--- src/rtl/scr1_ialu_pkg.sv ---
// Shared integer-ALU definitions: divider state encoding, data width,
// main-adder flag layout and a small magnitude helper.
package scr1_ialu_pkg;

    localparam int unsigned DIV_WIDTH = 32;

    // Adder flag vector is {c, z, s, o}; carry/borrow sits in the top bit.
    localparam int unsigned FLAG_C_IDX = 3;
    localparam int unsigned FLAG_Z_IDX = 2;
    localparam int unsigned FLAG_S_IDX = 1;
    localparam int unsigned FLAG_O_IDX = 0;

    localparam logic [DIV_WIDTH-1:0] DIV_INT_MIN = {1'b1, {(DIV_WIDTH-1){1'b0}}};

    typedef struct packed {
        logic c;
        logic z;
        logic s;
        logic o;
    } adder_flags_t;

    typedef enum logic [1:0] {
        DIV_IDLE = 2'd0,
        DIV_CALC = 2'd1,
        DIV_CORR = 2'd2,
        DIV_DONE = 2'd3
    } div_state_t;

    // Two's-complement absolute value for signed operands, pass-through otherwise.
    function automatic logic [DIV_WIDTH-1:0] div_mag(input logic [DIV_WIDTH-1:0] v,
                                                     input logic is_signed);
        return (is_signed && v[DIV_WIDTH-1]) ? -v : v;
    endfunction

endpackage

--- src/rtl/div_seq.sv ---
// Sequential restoring divider (DIV/DIVU/REM/REMU), one quotient bit per
// cycle, sharing the main adder through the div2adder/adder2div ports.
// Optional feature: define SCR1_DIV_KILL_EN to add the div_kill_i abort input.
//
//  state | meaning
//  IDLE  | waiting for div_req_i; operands latched on accept
//  CALC  | 32 shift/subtract steps, MSB first
//  CORR  | sign fix-up of quotient and remainder
//  DONE  | one-cycle div_rdy_o with the selected result
module div_seq
    import scr1_ialu_pkg::*;
(
    input  logic                 clk,
    input  logic                 rst,
    input  logic                 div_req_i,
    input  logic [DIV_WIDTH-1:0] div_op1_i,
    input  logic [DIV_WIDTH-1:0] div_op2_i,
    input  logic                 div_signed_i,
    input  logic                 div_rem_i,
`ifdef SCR1_DIV_KILL_EN
    input  logic                 div_kill_i,
`endif
    output logic                 div_busy_o,
    output logic                 div_rdy_o,
    output logic [DIV_WIDTH-1:0] div_res_o,
    output logic [DIV_WIDTH-1:0] div2adder_op1_o,
    output logic [DIV_WIDTH-1:0] div2adder_op2_o,
    output logic                 div2adder_cmd_o,
    input  logic [DIV_WIDTH-1:0] adder2div_res_i,
    input  logic [3:0]           adder2div_flags_i
);

    localparam logic [5:0] ITER_LAST = 6'(DIV_WIDTH - 1);

    div_state_t           state;
    div_state_t           state_next;
    logic [5:0]           iter_cnt;
    logic [DIV_WIDTH-1:0] part_rem;
    logic [DIV_WIDTH-1:0] quo;
    logic [DIV_WIDTH-1:0] dvsr_mag;
    logic                 rem_sel;
    logic                 quo_neg;
    logic                 rem_neg;

    logic                 kill;
    logic                 accept;
    logic                 op2_zero;
    logic                 sgn_ovf;
    logic                 borrow;
    logic                 step_ok;
    logic [DIV_WIDTH-1:0] shifted;
    logic                 unused_flags;

`ifdef SCR1_DIV_KILL_EN
    assign kill = div_kill_i;
`else
    assign kill = 1'b0;
`endif

    assign accept   = (state == DIV_IDLE) && div_req_i && !kill;
    assign op2_zero = (div_op2_i == '0);
    assign sgn_ovf  = div_signed_i && (div_op1_i == DIV_INT_MIN) && (div_op2_i == '1);

    // Only the borrow flag matters for a compare-by-subtract step.
    assign borrow       = adder2div_flags_i[FLAG_C_IDX];
    assign unused_flags = ^{adder2div_flags_i[FLAG_Z_IDX],
                            adder2div_flags_i[FLAG_S_IDX],
                            adder2div_flags_i[FLAG_O_IDX]};

    // Shifted partial remainder is 33 bits wide; its top bit alone forces success.
    assign shifted = {part_rem[DIV_WIDTH-2:0], quo[DIV_WIDTH-1]};
    assign step_ok = !borrow || part_rem[DIV_WIDTH-1];

    // State register.
    always_ff @(posedge clk or posedge rst) begin
        if (rst) begin
            state <= DIV_IDLE;
        end else begin
            state <= state_next;
        end
    end

    // Next-state decode.
    always_comb begin
        state_next = state;
        case (state)
            DIV_IDLE: begin
                if (accept) begin
                    state_next = (op2_zero || sgn_ovf) ? DIV_DONE : DIV_CALC;
                end
            end
            DIV_CALC: begin
                if (kill) begin
                    state_next = DIV_IDLE;
                end else if (iter_cnt == '0) begin
                    state_next = DIV_CORR;
                end
            end
            DIV_CORR: state_next = kill ? DIV_IDLE : DIV_DONE;
            DIV_DONE: state_next = DIV_IDLE;
            default:  state_next = DIV_IDLE;
        endcase
    end

    // Operand capture, iteration datapath and sign correction.
    // quo starts as the dividend magnitude and is shifted left each step, so its
    // MSB feeds the next dividend bit while quotient bits fill in from the LSB.
    always_ff @(posedge clk or posedge rst) begin
        if (rst) begin
            iter_cnt <= '0;
            part_rem <= '0;
            quo      <= '0;
            dvsr_mag <= '0;
            rem_sel  <= 1'b0;
            quo_neg  <= 1'b0;
            rem_neg  <= 1'b0;
        end else begin
            case (state)
                DIV_IDLE: begin
                    if (accept) begin
                        rem_sel  <= div_rem_i;
                        quo_neg  <= div_signed_i && (div_op1_i[DIV_WIDTH-1] ^ div_op2_i[DIV_WIDTH-1]);
                        rem_neg  <= div_signed_i && div_op1_i[DIV_WIDTH-1];
                        dvsr_mag <= div_mag(div_op2_i, div_signed_i);
                        iter_cnt <= ITER_LAST;
                        if (op2_zero) begin
                            quo      <= '1;
                            part_rem <= div_op1_i;
                        end else if (sgn_ovf) begin
                            quo      <= DIV_INT_MIN;
                            part_rem <= '0;
                        end else begin
                            quo      <= div_mag(div_op1_i, div_signed_i);
                            part_rem <= '0;
                        end
                    end
                end
                DIV_CALC: begin
                    part_rem <= step_ok ? adder2div_res_i : shifted;
                    quo      <= {quo[DIV_WIDTH-2:0], step_ok};
                    iter_cnt <= iter_cnt - 6'd1;
                end
                DIV_CORR: begin
                    if (quo_neg) begin
                        quo <= -quo;
                    end
                    if (rem_neg) begin
                        part_rem <= -part_rem;
                    end
                end
                default: ;
            endcase
        end
    end

    // Adder is only borrowed during CALC; otherwise present a quiet zero subtract.
    always_comb begin
        div2adder_op1_o = '0;
        div2adder_op2_o = '0;
        div2adder_cmd_o = 1'b0;
        if (state == DIV_CALC) begin
            div2adder_op1_o = shifted;
            div2adder_op2_o = dvsr_mag;
        end
    end

    assign div_busy_o = (state != DIV_IDLE);
    assign div_rdy_o  = (state == DIV_DONE);
    assign div_res_o  = div_rdy_o ? (rem_sel ? part_rem : quo) : '0;

endmodule

--- config.mk ---
export PLATFORM = sky130hd
export DESIGN_NAME = div_seq
export DESIGN_NICKNAME = d
export VERILOG_FILES = /design/src/rtl/scr1_ialu_pkg.sv /design/src/rtl/div_seq.sv
export SDC_FILE = /design/constraint.sdc
export NUM_CORES = 1
export LEC_CHECK = 0
export ABC_AREA = 1
export ABC_CLOCK_PERIOD_IN_PS = 3900
export BUFFER_PORTS_ARGS = -buffer_cell sky130_fd_sc_hd__buf_2
export CAP_MARGIN = 20
export CELL_PAD_IN_SITES_DETAIL_PLACEMENT = 1
export CELL_PAD_IN_SITES_GLOBAL_PLACEMENT = 1
export CORE_ASPECT_RATIO = 2
export CORE_MARGIN = 2
export CORE_UTILIZATION = 39
export DETAILED_ROUTE_END_ITERATION = 12
export PLACE_DENSITY = 0.82
export SLEW_MARGIN = 15
export SYNTH_ARGS = -nofsm -noshare
export SYNTH_HDL_FRONTEND = slang
export SYNTH_SLANG_ARGS = --single-unit
--- constraint.sdc ---
create_clock -name clk -period 3.9 [get_ports clk]
set_input_delay 0.39 -clock clk [delete_from_list [all_inputs] [get_ports clk]]
set_output_delay 0.39 -clock clk [all_outputs]
set_load 0.03 [all_outputs]
; Yosys cells after proc, flatten, opt, wreduce, memory -nomap -nowiden
; Cells that the tools add are included.
[word_totals]
reg_bits = 107
inputBits = 105
out_inout_bits = 99
wordCells = 65
[classes]
n_addsub = 5
n_eq_ne = 9
n_mux = 22
bitwise_logic = 1
n_reduce_logical = 20
[op_table]
columns = operator, n
row1 = 32-bit two-way mux, 14
row2 = 32-bit one-hot mux with 3 select lines, 2
row3 = 32-bit negator, 4
row4 = 32-bit == test (second input constant), 2
row5 = 32-bit logical NOT, 1
row6 = 6-bit one-hot mux with 2 select lines, 1
row7 = 2-bit != test (second input constant), 4
row8 = 2-bit one-hot mux with 4 select lines, 1
row9 = 1-bit logical AND, 6
row10 = 6-bit logical NOT, 1
row11 = 2-bit two-way mux, 3
row12 = 6-bit two-way mux, 1
row13 = 2-bit AND reduction, 3
row14 = 3-bit AND reduction, 2
row15 = 6-bit by 1-bit subtractor with 6-bit output (second input constant), 1
row16 = 2-bit == test (second input constant), 2
row17 = 2-bit nonzero test, 2
row18 = 3-bit nonzero test, 1
row19 = 2-bit by 1-bit == test with 1-bit output (second input constant), 1
row20 = 2-bit logical NOT, 1
row21 = 1-bit logical OR, 2
row22 = 1-bit logical NOT, 1
row23 = 1-bit XOR, 1

; Depth between registers and ports, before layout
; Gate-level depths: netlist of run 1.
[logic_depth]
word_depth = 7
mapped_depth = 14
ltp_nobuf = 14

; Least setup slack after synthesis of run 1
; No wires, ideal clock.
[synth_path]
path_type = register to output
startpoint = register state[1]
endpoint = output port div2adder_op2_o[21]
t_arrival_ps = 1735
t_required_ps = 3510
setup_slack_ps = 1775
path_stages_with_launch = 9
n_path_buf = 4
path_cell_list = dfrtp_1 -> inv_1 -> ha_1 -> buf_2 -> buf_2 -> clkbuf_1 -> clkbuf_1 -> nand2_1 -> inv_1
[synth_between]
elab_chain_cells = 2
[synth_rtl]
columns = item, line
row1 = from (decl), div_seq.sv:35  ; div_state_t state;
row2 = from (signal assigned), div_seq.sv:79  ; state <= state_next;
row3 = 2-bit by 1-bit == test with 1-bit output, div_seq.sv:161  ; if (state == DIV_CALC) begin
row4 = 32-bit two-way mux, div_seq.sv:161
row5 = to (decl), div_seq.sv:27  ; output logic [DIV_WIDTH-1:0] div2adder_op2_o,
; Every way passes these cells.

; Worst setup path after layout of run 1
[layout_path]
startpoint = register state[0]
endpoint = output port div_res_o[24]
[layout_between]
elab_chain_cells = 2
[layout_rtl]
columns = item, line
row1 = 2-bit == test, div_seq.sv:168  ; assign div_rdy_o = (state == DIV_DONE);
row2 = 32-bit two-way mux, div_seq.sv:169  ; assign div_res_o = div_rdy_o ? (rem_sel ? part_rem : quo) : '0;
row3 = to (decl), div_seq.sv:25  ; output logic [DIV_WIDTH-1:0] div_res_o,
; Every way passes these cells.

==> flow_summary.json, run 1 <==
{
  "status": "finished clean",
  "cts_buffers": 9,
  "tightest_slew_ns": 1.10,
  "grt_setup_unrepaired": "no",
  "clk_pin_slew_ns": 0.08,
  "cp_num_buf_inv": 2,
  "crit_slowest_cell": "ha_1",
  "critPathCaptureType": "output port",
  "postSynthAreaPerCell_um2": 5.72,
  "cts.sinks": 107,
  "yosysWarnings": 0,
  "power_density_nw_per_um2": 836,
  "post_cts_resized": 0,
  "ys_types": 49,
  "gp_congestion": 0.956,
  "start_util_pct": 39.6,
  "finalSetupViolCount": 0,
  "finalSetupTns_ns": 0,
  "worstPathCellList": "ha_1, buf_4, o21ai_0, a21oi_1, buf_2",
  "ys_async_sr_fraction_pct": 100,
  "clk_path_buf_depth": 2,
  "clock_skew_ns": 0.0129,
  "slew_headroom_pct": 26.8,
  "port-buffer-count": 199,
  "rrSetupSlack_ns": 1.19,
  "n_fill_cell": 3886,
  "r2r_end": "part_rem[22]$_DFFE_PP0P_",
  "cap_violations": 0,
  "h-tree-depth": 3,
  "die_y_um": 238,
  "io-pin-count": 204,
  "cp_top_family": "adder cells",
  "wirelength_mm": 46.3,
  "yosysMostFrequentCell": "nand2_1",
  "route.detailed.drc": 0,
  "ys_top_cells_by_count": "601 x nand2_1, 240 x inv_1, 216 x nor2_1",
  "critPathMaxFanout": 27,
  "hold_buffers": 0,
  "ir_worst_vdd_uv": 602,
  "synthCells": 1859,
  "synth_largest_area_cell": "dfrtp_1",
  "hold_viol_final": 0,
  "rows": 85,
  "cts_tree": "yes",
  "drive_gt1_share_pct": 15.3,
  "start_kind": "flop",
  "finalPower_mw": 10.2,
  "grtUsageTotal_pct": 32.6,
  "fp.dieArea_um2": 28700,
  "r2r-start": "state[1]$_DFFE_PP0P_",
  "synth_area_um2": 10600,
  "drtIter0Drc": 649,
  "antenna_left": 0,
  "synthFlopType": "dfrtp_1",
  "synth-seq-cells": 107,
  "grt_pass1_wl_mm": 71.8,
  "clock_latency_ns": 0.40,
  "syn_to_final_growth_pct": 14.9,
  "post_drt_wl_per_cell_um": 19.5,
  "r2r_cells": 11,
  "syn-num-nets": 1975,
  "maxSlewViolCount": 0,
  "min_period_ns": 2.89,
  "grt_pass1_vias": 13600,
  "synth_area_leaders": "dfrtp_1 25%, nand2_1 21%, inv_1 8.5%",
  "critPathRequiredTime_ns": 3.51,
  "vias": 13000,
  "critical_path_class": "flop to output port",
  "period_share_pct": 74.1,
  "grt_max_degree": 73,
  "clock-root-buffer": "clkbuf_16",
  "leakagePower_nw": 6.69,
  "startpoint": "state[0]$_DFFE_PP0P_",
  "via_per_inst": 5.47,
  "drt_first_pass_iters": 5,
  "post_cts_buffers": 0,
  "antenna_found_initial": 3,
  "ys_seq_area_share_pct": 25.2,
  "coreArea_um2": 26900,
  "final_nets": 2133,
  "worstPathArrival_ns": 2.50,
  "synth_edf_count": 0,
  "place_hpwl_mm": 37.1,
  "die_w_um": 121,
  "clock.fmax_mhz": 346,
  "synth_top_cell_area_share_pct": 25.2,
  "max_stage_delay_ns": 0.79,
  "timing.hold.worst.class": "primary input to async pin",
  "overflow": 0
}
==> kinds of logic after synthesis <==
| family | after synthesis | share of synthesized area (%) |
|---|---|---|
| other | 1 | 0.0352 |
| and+or+nand+nor | 1070 | 42.6 |
| xor gates and xnor gates | 34 | 2.80 |
| AOI/OAI and AO/OA | 307 | 15.8 |
| buffers and inverters | 329 | 12.3 |
| adders and majority gates | 11 | 1.29 |
| DFF | 107 | 25.2 |
==> sequential cells by signal (all words and copies together) (netlist names) <==
name      count
part_rem     32
quo_neg       1
rem_neg       1
iter_cnt      6
state         2
rem_sel       1
quo          32
dvsr_mag     32
==> through the flow <==
stage | hold WS (ns) | area (um2) | setup slack (ns) | util (%) | cells
after floorplan | 0.449 | 10600 | 0.693 | - | 1859
after global placement | 0.465 | 11900 | 1.35 | 44.2 | 2353
after detailed placement | 0.471 | 11900 | 1.24 | 44.2 | 2353
after CTS | 0.205 | 12200 | 0.988 | 45.4 | 2369
after global routing | 0.0675 | 12200 | 0.869 | 45.5 | 2373
final | 0.0244 | 12200 | 1.01 | 45.5 | 2373
==> report_power, final <==
part	switching, mW	internal (mW)	total, mW
clock	0.531	0.512	1.04
sequential	0.667	1.66	2.33
combinational	4.88	1.97	6.84
==> per-layer routing <==
metal,track usage (%),part of all wire [%],up-vias
met3,3.72,3.6,158
met5,0,0,-
li1,-,-,6227
met1,31.6,35,6183
met2,61.4,54,406
met4,24.5,8.1,0
==> cells in the final DEF (no fill, tap or decap), types with 10 or more instances in the layout <==
master,synthesis,layout
inv_2,16,16
o22ai_1,31,31
nor2_1,216,215
nand2_1,601,600
buf_2,17,199
xnor2_1,12,12
o21ai_1,11,11
nand4_1,16,16
nand3_1,177,177
nor2_2,17,18
buf_4,3,18
inv_1,240,239
o21ai_0,125,125
xor2_1,22,22
dfrtp_1,107,106
a21oi_1,105,105
o21ai_2,10,10
==> worst max-delay path by stage <==
stage	endpoint	slack (ns)	depth (start not counted)
after floorplan	dvsr_mag[0]$_DFFE_PP0P_	0.69	1
after global routing	div_res_o[24]	0.87	5
after CTS	div_res_o[24]	0.99	5
final	div_res_o[24]	1.01	5
after global placement	part_rem[30]$_DFFE_PP0P_	1.35	11
after detailed placement	part_rem[30]$_DFFE_PP0P_	1.24	11
==> cell type report <==
class	instances	area [um2]	share of cell area, %
Sequential cell	107	2680	21.9
Clock inverter	7	82.6	0.675
Multi-Input combinational cell	1423	6680	54.6
Inverter	258	972	7.95
Timing Repair Buffer	218	1150	9.41
Clock buffer	9	225	1.84
Antenna cell	3	7.51	0.0614
Tap cell	348	435	3.56
(Power assumes the default switching activity.)
==> run 2, diff against run 1 <==
--- a/config.mk
+++ b/config.mk
@@ -6,7 +6,7 @@
 export NUM_CORES = 1
 export LEC_CHECK = 0
 export ABC_AREA = 1
-export ABC_CLOCK_PERIOD_IN_PS = 3900
+export ABC_CLOCK_PERIOD_IN_PS = 2900
 export BUFFER_PORTS_ARGS = -buffer_cell sky130_fd_sc_hd__buf_2
 export CAP_MARGIN = 20
 export CELL_PAD_IN_SITES_DETAIL_PLACEMENT = 1
==> constraint.sdc (replaced) <==
create_clock -name clk -period 2.9 [get_ports clk]
set_input_delay 0.29 -clock clk [delete_from_list [all_inputs] [get_ports clk]]
set_output_delay 0.29 -clock clk [all_outputs]
set_load 0.03 [all_outputs]
==> run 2 against run 1 <==
  * Setup slack got worse by 0.48 ns
  * Utilization rose by 0.27 points
  * Total power rose by 36%
  * Hold slack improved by 0.085 ns
  * Sequential share of layout area fell by 0.13 points
  * Sequential power rose by 33%
  * Routed wire length rose by 2.2%
  * Clock power rose by 40%
  * Flip-flop and latch count did not move
  * Critical path type is now flop to flop
==> flow_summary.json, run 2 (same netlist as run 1, synthesis figures left out) <==
{
  "status": "finished clean",
  "wirelength_mm": 47.3,
  "cp_top_family": "buffers and inverters",
  "post_cts_buffers": 0,
  "final_nets": 2138,
  "antenna_left": 0,
  "cap_violations": 0,
  "start_util_pct": 39.6,
  "power_switching_mw": 8.28,
  "post_drt_wl_per_cell_um": 19.9,
  "grtUsageTotal_pct": 33.4,
  "rrSetupSlack_ns": 0.53,
  "clock-root-buffer": "clkbuf_16",
  "critPathMaxFanout": 37,
  "worstPathArrival_ns": 2.68,
  "slew_headroom_pct": 50.6,
  "route.detailed.drc": 0,
  "die_y_um": 238,
  "startpoint": "state[1]$_DFFE_PP0P_",
  "crit_slowest_cell": "inv_2",
  "via_per_inst": 5.49,
  "place_ws_ns": 0.597,
  "power_density_nw_per_um2": 1130,
  "grt_pass1_vias": 13600,
  "max_stage_delay_ns": 0.53,
  "r2r-start": "state[1]$_DFFE_PP0P_",
  "final_util_pct": 45.7,
  "finalPower_mw": 13.9,
  "h-tree-depth": 3,
  "leakagePower_nw": 6.72,
  "p_clk_share_pct": 10.5,
  "combPwrFrac_pct": 67.3,
  "clk_pin_slew_ns": 0.09,
  "critPathRequiredTime_ns": 3.21,
  "drt_first_pass_iters": 4,
  "hold_ws_ns": 0.109,
  "tightest_slew_ns": 0.741,
  "worstPathCellList": "inv_1, ha_1, inv_1, nor2_1, inv_1, nand2_1, nor2_4, inv_2, a21oi_1, a22oi_1",
  "min_from": "div_rem_i",
  "gp_congestion": 0.952,
  "period_share_pct": 81.8,
  "clock_skew_ns": 0.0153,
  "overflow": 0,
  "netSwitchingFraction_pct": 59.5,
  "critical_path_class": "flop to flop",
  "clock.fmax_mhz": 422,
  "grt_pass1_wl_mm": 73.4,
  "r2r_cells": 10,
  "clk_path_buf_depth": 2,
  "drive_gt1_share_pct": 15.4,
  "cell_internal_pwr_mw": 5.63,
  "min_period_ns": 2.37,
  "maxSlewViolCount": 0,
  "crit_path_frequent_cell": "inv_1",
  "die_w_um": 121,
  "start_kind": "flop",
  "cts_tree": "yes",
  "port-buffer-count": 199,
  "grt_setup_unrepaired": "no",
  "drtIter0Drc": 688,
  "antenna_found_initial": 3,
  "cp_num_buf_inv": 4,
  "syn_to_final_growth_pct": 15.6,
  "cts_buffers": 9,
  "grt_max_degree": 96,
  "final_cell_mix": "600 x nand2_1, 239 x inv_1, 215 x nor2_1",
  "fp.dieArea_um2": 28700,
  "rows": 85,
  "timing.hold.worst.class": "primary input to flop",
  "top_regs": "dvsr_mag x32, part_rem x32, quo x32",
  "critPathCaptureType": "flop",
  "hold_end": "rem_sel$_DFFE_PP0P_",
  "vias": 13000,
  "cts.sinks": 107,
  "clock_latency_ns": 0.41,
  "io-pin-count": 204,
  "hold_viol_final": 0,
  "layout_setup_ws_ns": 0.529,
  "r2r_end": "part_rem[6]$_DFFE_PP0P_",
  "finalSetupTns_ns": 0,
  "final_common_cell": "nand2_1",
  "finalSetupViolCount": 0,
  "timing.hold.worst_path_depth": 3,
  "p_seq_share_pct": 22.3,
  "ir_worst_vdd_uv": 743,
  "coreArea_um2": 26900,
  "place_hpwl_mm": 37.5
}
run 2: worst max path at each step:
| stage | to | slack (ns) | cells past startpoint |
|---|---|---|---|
| 6_report | part_rem[6]$_DFFE_PP0P_ | 0.53 | 10 |
| 5_1_grt | part_rem[6]$_DFFE_PP0P_ | 0.38 | 10 |
| 4_1_cts | div2adder_op1_o[31] | 0.53 | 6 |
| 3_5_place_dp | part_rem[0]$_DFFE_PP0P_ | 0.60 | 10 |
| 3_3_place_gp | quo[3]$_DFFE_PP0P_ | 0.64 | 9 |
| 2_1_floorplan | div2adder_op2_o[21] | 0.87 | 8 |
run 2: power by group through the flow:
| stage | Combinational, mW | Sequential [mW] | Clock (mW) |
|---|---|---|---|
| after floorplan | 6.63 | 2.76 | 0 |
| after global placement | 9.05 | 3.07 | 0 |
| after detailed placement | 9.29 | 3.10 | 0 |
| after CTS | 9.34 | 3.08 | 1.47 |
| after global routing | 10.3 | 3.20 | 1.51 |
| final | 9.36 | 3.10 | 1.46 |
run 2: cell type report:
type / count / area (um2)
fill: 3909 / 14600
multi-input combinational: 1423 / 6680
sequential: 107 / 2680
timing repair buffer: 223 / 1220
inverter: 258 / 973
tap: 348 / 435
clock buffer: 9 / 225
clock inverter: 7 / 92.6
antenna: 2 / 5.00
run 2: metal layers:
metal | part of all wire (%) | GRT usage, %
met5 | 0.028 | 0
met2 | 54 | 63.1
met1 | 35 | 32.7
met3 | 3.5 | 2.78
met4 | 8.1 | 25.5
run 2: worst min-delay path: stages:
cell	delay, ns
buf_2	0.08
nand2_1	0.05
nand2_1	0.05
run 2: stage by stage:
stage                     area (um2)  instances
after floorplan                10600       1859
after global placement         12000       2358
after detailed placement       12000       2358
after CTS                      12300       2375
after global routing           12300       2377
final                          12300       2377
run 2: timing repair:
| action | CTS | global route |
|---|---|---|
| endpoints found under the hold margin | 19 | 0 |
| gates resized for setup | 0 | 0 |
| hold buffers | 1 | 0 |
==> run 3, diff against run 2 <==
--- a/config.mk
+++ b/config.mk
@@ -5,17 +5,17 @@
 export SDC_FILE = /design/constraint.sdc
 export NUM_CORES = 1
 export LEC_CHECK = 0
-export ABC_AREA = 1
-export ABC_CLOCK_PERIOD_IN_PS = 2900
+export ABC_AREA = 0
+export ABC_CLOCK_PERIOD_IN_PS = 2450
 export BUFFER_PORTS_ARGS = -buffer_cell sky130_fd_sc_hd__buf_2
 export CAP_MARGIN = 20
 export CELL_PAD_IN_SITES_DETAIL_PLACEMENT = 1
 export CELL_PAD_IN_SITES_GLOBAL_PLACEMENT = 1
 export CORE_ASPECT_RATIO = 2
 export CORE_MARGIN = 2
-export CORE_UTILIZATION = 39
+export CORE_UTILIZATION = 41
 export DETAILED_ROUTE_END_ITERATION = 12
-export PLACE_DENSITY = 0.82
+export PLACE_DENSITY = 0.81
 export SLEW_MARGIN = 15
 export SYNTH_ARGS = -nofsm -noshare
 export SYNTH_HDL_FRONTEND = slang
==> constraint.sdc (replaced) <==
create_clock -name clk -period 2.45 [get_ports clk]
set_input_delay 0.245 -clock clk [delete_from_list [all_inputs] [get_ports clk]]
set_output_delay 0.245 -clock clk [all_outputs]
set_load 0.03 [all_outputs]
==> run 3 against run 2 <==
  * Cell area fell by 1.3%
  * Clock-buffer cell count rose by 3
  * Clock skew decreased by 0.0049 ns
  * Total power is 24% higher
  * Global-route usage increased by 1.7 points
  * Highest routed layer is now met4
==> flow_summary.json, run 3 <==
{
  "wirelength_mm": 44.0,
  "vias": 11200,
  "postSynthAreaPerCell_um2": 7.76,
  "die_w_um": 111,
  "fin_cells": 1783,
  "start_util_pct": 41.7,
  "antenna_left": 0,
  "leakagePower_nw": 5.43,
  "synth_largest_area_cell": "dfrtp_1",
  "final_nets": 1615,
  "cap_violations": 0,
  "synth_area_um2": 9450,
  "ys_top_cells_by_count": "119 x nand2_1, 107 x dfrtp_1, 103 x nor2_1",
  "timing.hold.worst.class": "primary input to async pin",
  "route.detailed.drc": 0,
  "cts_tree": "yes",
  "fp.dieArea_um2": 24400,
  "place_inst": 1766,
  "slew_headroom_pct": 32.5,
  "period_share_pct": 99.0,
  "syn_to_final_growth_pct": 28.4,
  "synth_area_leaders": "dfrtp_1 28%, mux2i_1 5.6%, o21ai_0 4.8%",
  "place_hpwl_mm": 33.7,
  "yosysWarnings": 0,
  "overflow": 0,
  "clock_skew_ns": 0.0104,
  "top_regs": "dvsr_mag x32, part_rem x32, quo x32",
  "maxSlewViolCount": 0,
  "critPathMaxFanout": 5,
  "cts.sinks": 107,
  "critPathCaptureType": "flop",
  "cts_buffers": 9,
  "synth-seq-cells": 107,
  "clock-root-buffer": "clkbuf_16",
  "synthFlopType": "dfrtp_1",
  "post_drt_wl_per_cell_um": 24.7,
  "io-pin-count": 204,
  "coreArea_um2": 22600,
  "grtUsageTotal_pct": 35.1,
  "start_kind": "flop",
  "rows": 78,
  "final_cell_mix": "199 x buf_2, 160 x buf_4, 117 x nand2_1",
  "highest_layer": "met4",
  "ys_async_sr_fraction_pct": 100,
  "tightest_slew_ns": 1.01,
  "drtIter0Drc": 778,
  "yosysMostFrequentCell": "nand2_1",
  "grt_max_degree": 108,
  "clk_path_buf_depth": 2,
  "ys_seq_area_share_pct": 28.3,
  "grt_pass1_vias": 12000,
  "worstPathArrival_ns": 2.66,
  "antenna_cells": 0,
  "finalSetupViolCount": 0,
  "critPathRequiredTime_ns": 2.68,
  "critical_path_class": "flop to flop",
  "drt_first_pass_iters": 6,
  "synthCells": 1218,
  "finalSetupTns_ns": 0,
  "die_y_um": 219,
  "syn-num-nets": 1334,
  "final_common_cell": "buf_2",
  "synth_top_cell_area_share_pct": 28.3,
  "antenna_found_initial": 0,
  "hold_ws_ns": 0.0324,
  "via_per_inst": 6.29,
  "ir_worst_vdd_uv": 651,
  "ys_types": 80,
  "drive_gt1_share_pct": 29.1,
  "met2_length_mm": 22.3,
  "clock.fmax_mhz": 412,
  "h-tree-depth": 3,
  "hold_viol_final": 0,
  "grt_setup_unrepaired": "yes",
  "port-buffer-count": 199,
  "wl_met3_mm": 2.56,
  "status": "finished clean",
  "clk_pin_slew_ns": 0.08,
  "min_period_ns": 2.43,
  "gp_congestion": 0.981,
  "clock_latency_ns": 0.37,
  "grt_pass1_wl_mm": 66.1,
  "synth_edf_count": 0,
  "drt-met1-wl_mm": 14.7,
  "power_density_nw_per_um2": 1430,
  "final_util_pct": 53.6,
  "finalPower_mw": 17.3
}
[run 3: logic make-up after synthesis]
| logic type | count (synthesis) | synth area share (%) |
|---|---|---|
| and+or+nand+nor | 489 | 26.7 |
| AOI/OAI and AO/OA | 339 | 23.8 |
| buffers and inverters | 126 | 5.45 |
| DFF | 107 | 28.3 |
| xor gates and xnor gates | 87 | 8.06 |
| muxes | 58 | 6.21 |
| adders and majority gates | 11 | 1.46 |
| other | 1 | 0.0397 |
[run 3: report_power, final]
group	internal, mW	switching [mW]	total [mW]
Combinational	4.70	7.72	12.4
Sequential	2.62	0.775	3.39
Clock	0.772	0.739	1.51
[run 3: path summary, 6_finish.rpt]
kind	endpoint	slack, ns	cells after the start	from
min in group clk	rem_sel$_DFFE_PP0P_	0.08	3	div_rem_i
setup reg to reg	quo[12]$_DFFE_PP0P_	0.02	8	quo[0]$_DFFE_PP0P_
hold / removal	quo[15]$_DFFE_PP0P_	0.03	3	rst
hold reg to reg	dvsr_mag[7]$_DFFE_PP0P_	0.47	2	dvsr_mag[7]$_DFFE_PP0P_
max in group asynchronous	rem_sel$_DFFE_PP0P_	1.83	3	rst
setup / recovery	quo[12]$_DFFE_PP0P_	0.02	8	quo[0]$_DFFE_PP0P_
[run 3: worst max-delay path, stage by stage (launching register included)]
cell	delay (ns)
dfrtp_1	0.45
inv_1	0.11
ha_1	0.22
nor2b_1	0.31
nand3_2	0.20
or3_1	0.36
xor2_1	0.16
a221oi_1	0.32
o21ai_0	0.17
[run 3: per-stage QoR]
stage	area, um2	worst slack [ns]
2_1_floorplan	9460	0.0389
3_3_place_gp	11700	-0.206
6_report	12100	0.0249
4_1_cts	12100	0.00808
3_5_place_dp	11700	-0.249
5_1_grt	12100	-0.0495
[run 3: cell type report]
class,count,area (um2)
timing repair buffer,367,2350
multi-input combinational,985,6360
inverter,29,113
clock inverter,3,21.3
sequential,107,2680
clock buffer,12,267
tap,280,350
fill,2928,10500
[run 3: layer usage]
layer | global-route usage, % | vias up
met5 | 0 | -
met4 | 30.9 | 0
met3 | 6.13 | 217
li1 | - | 4969
met1 | 33.6 | 5479
met2 | 63.7 | 548
[run 3: timing repair]
item / CTS / global route
setup buffers: 1 / 0
hold buffers: 0 / 0
endpoints found under the setup margin: 6 / 15
pin swaps: 1 / 0
cloned: 0 / 1
resized for setup: 6 / 12
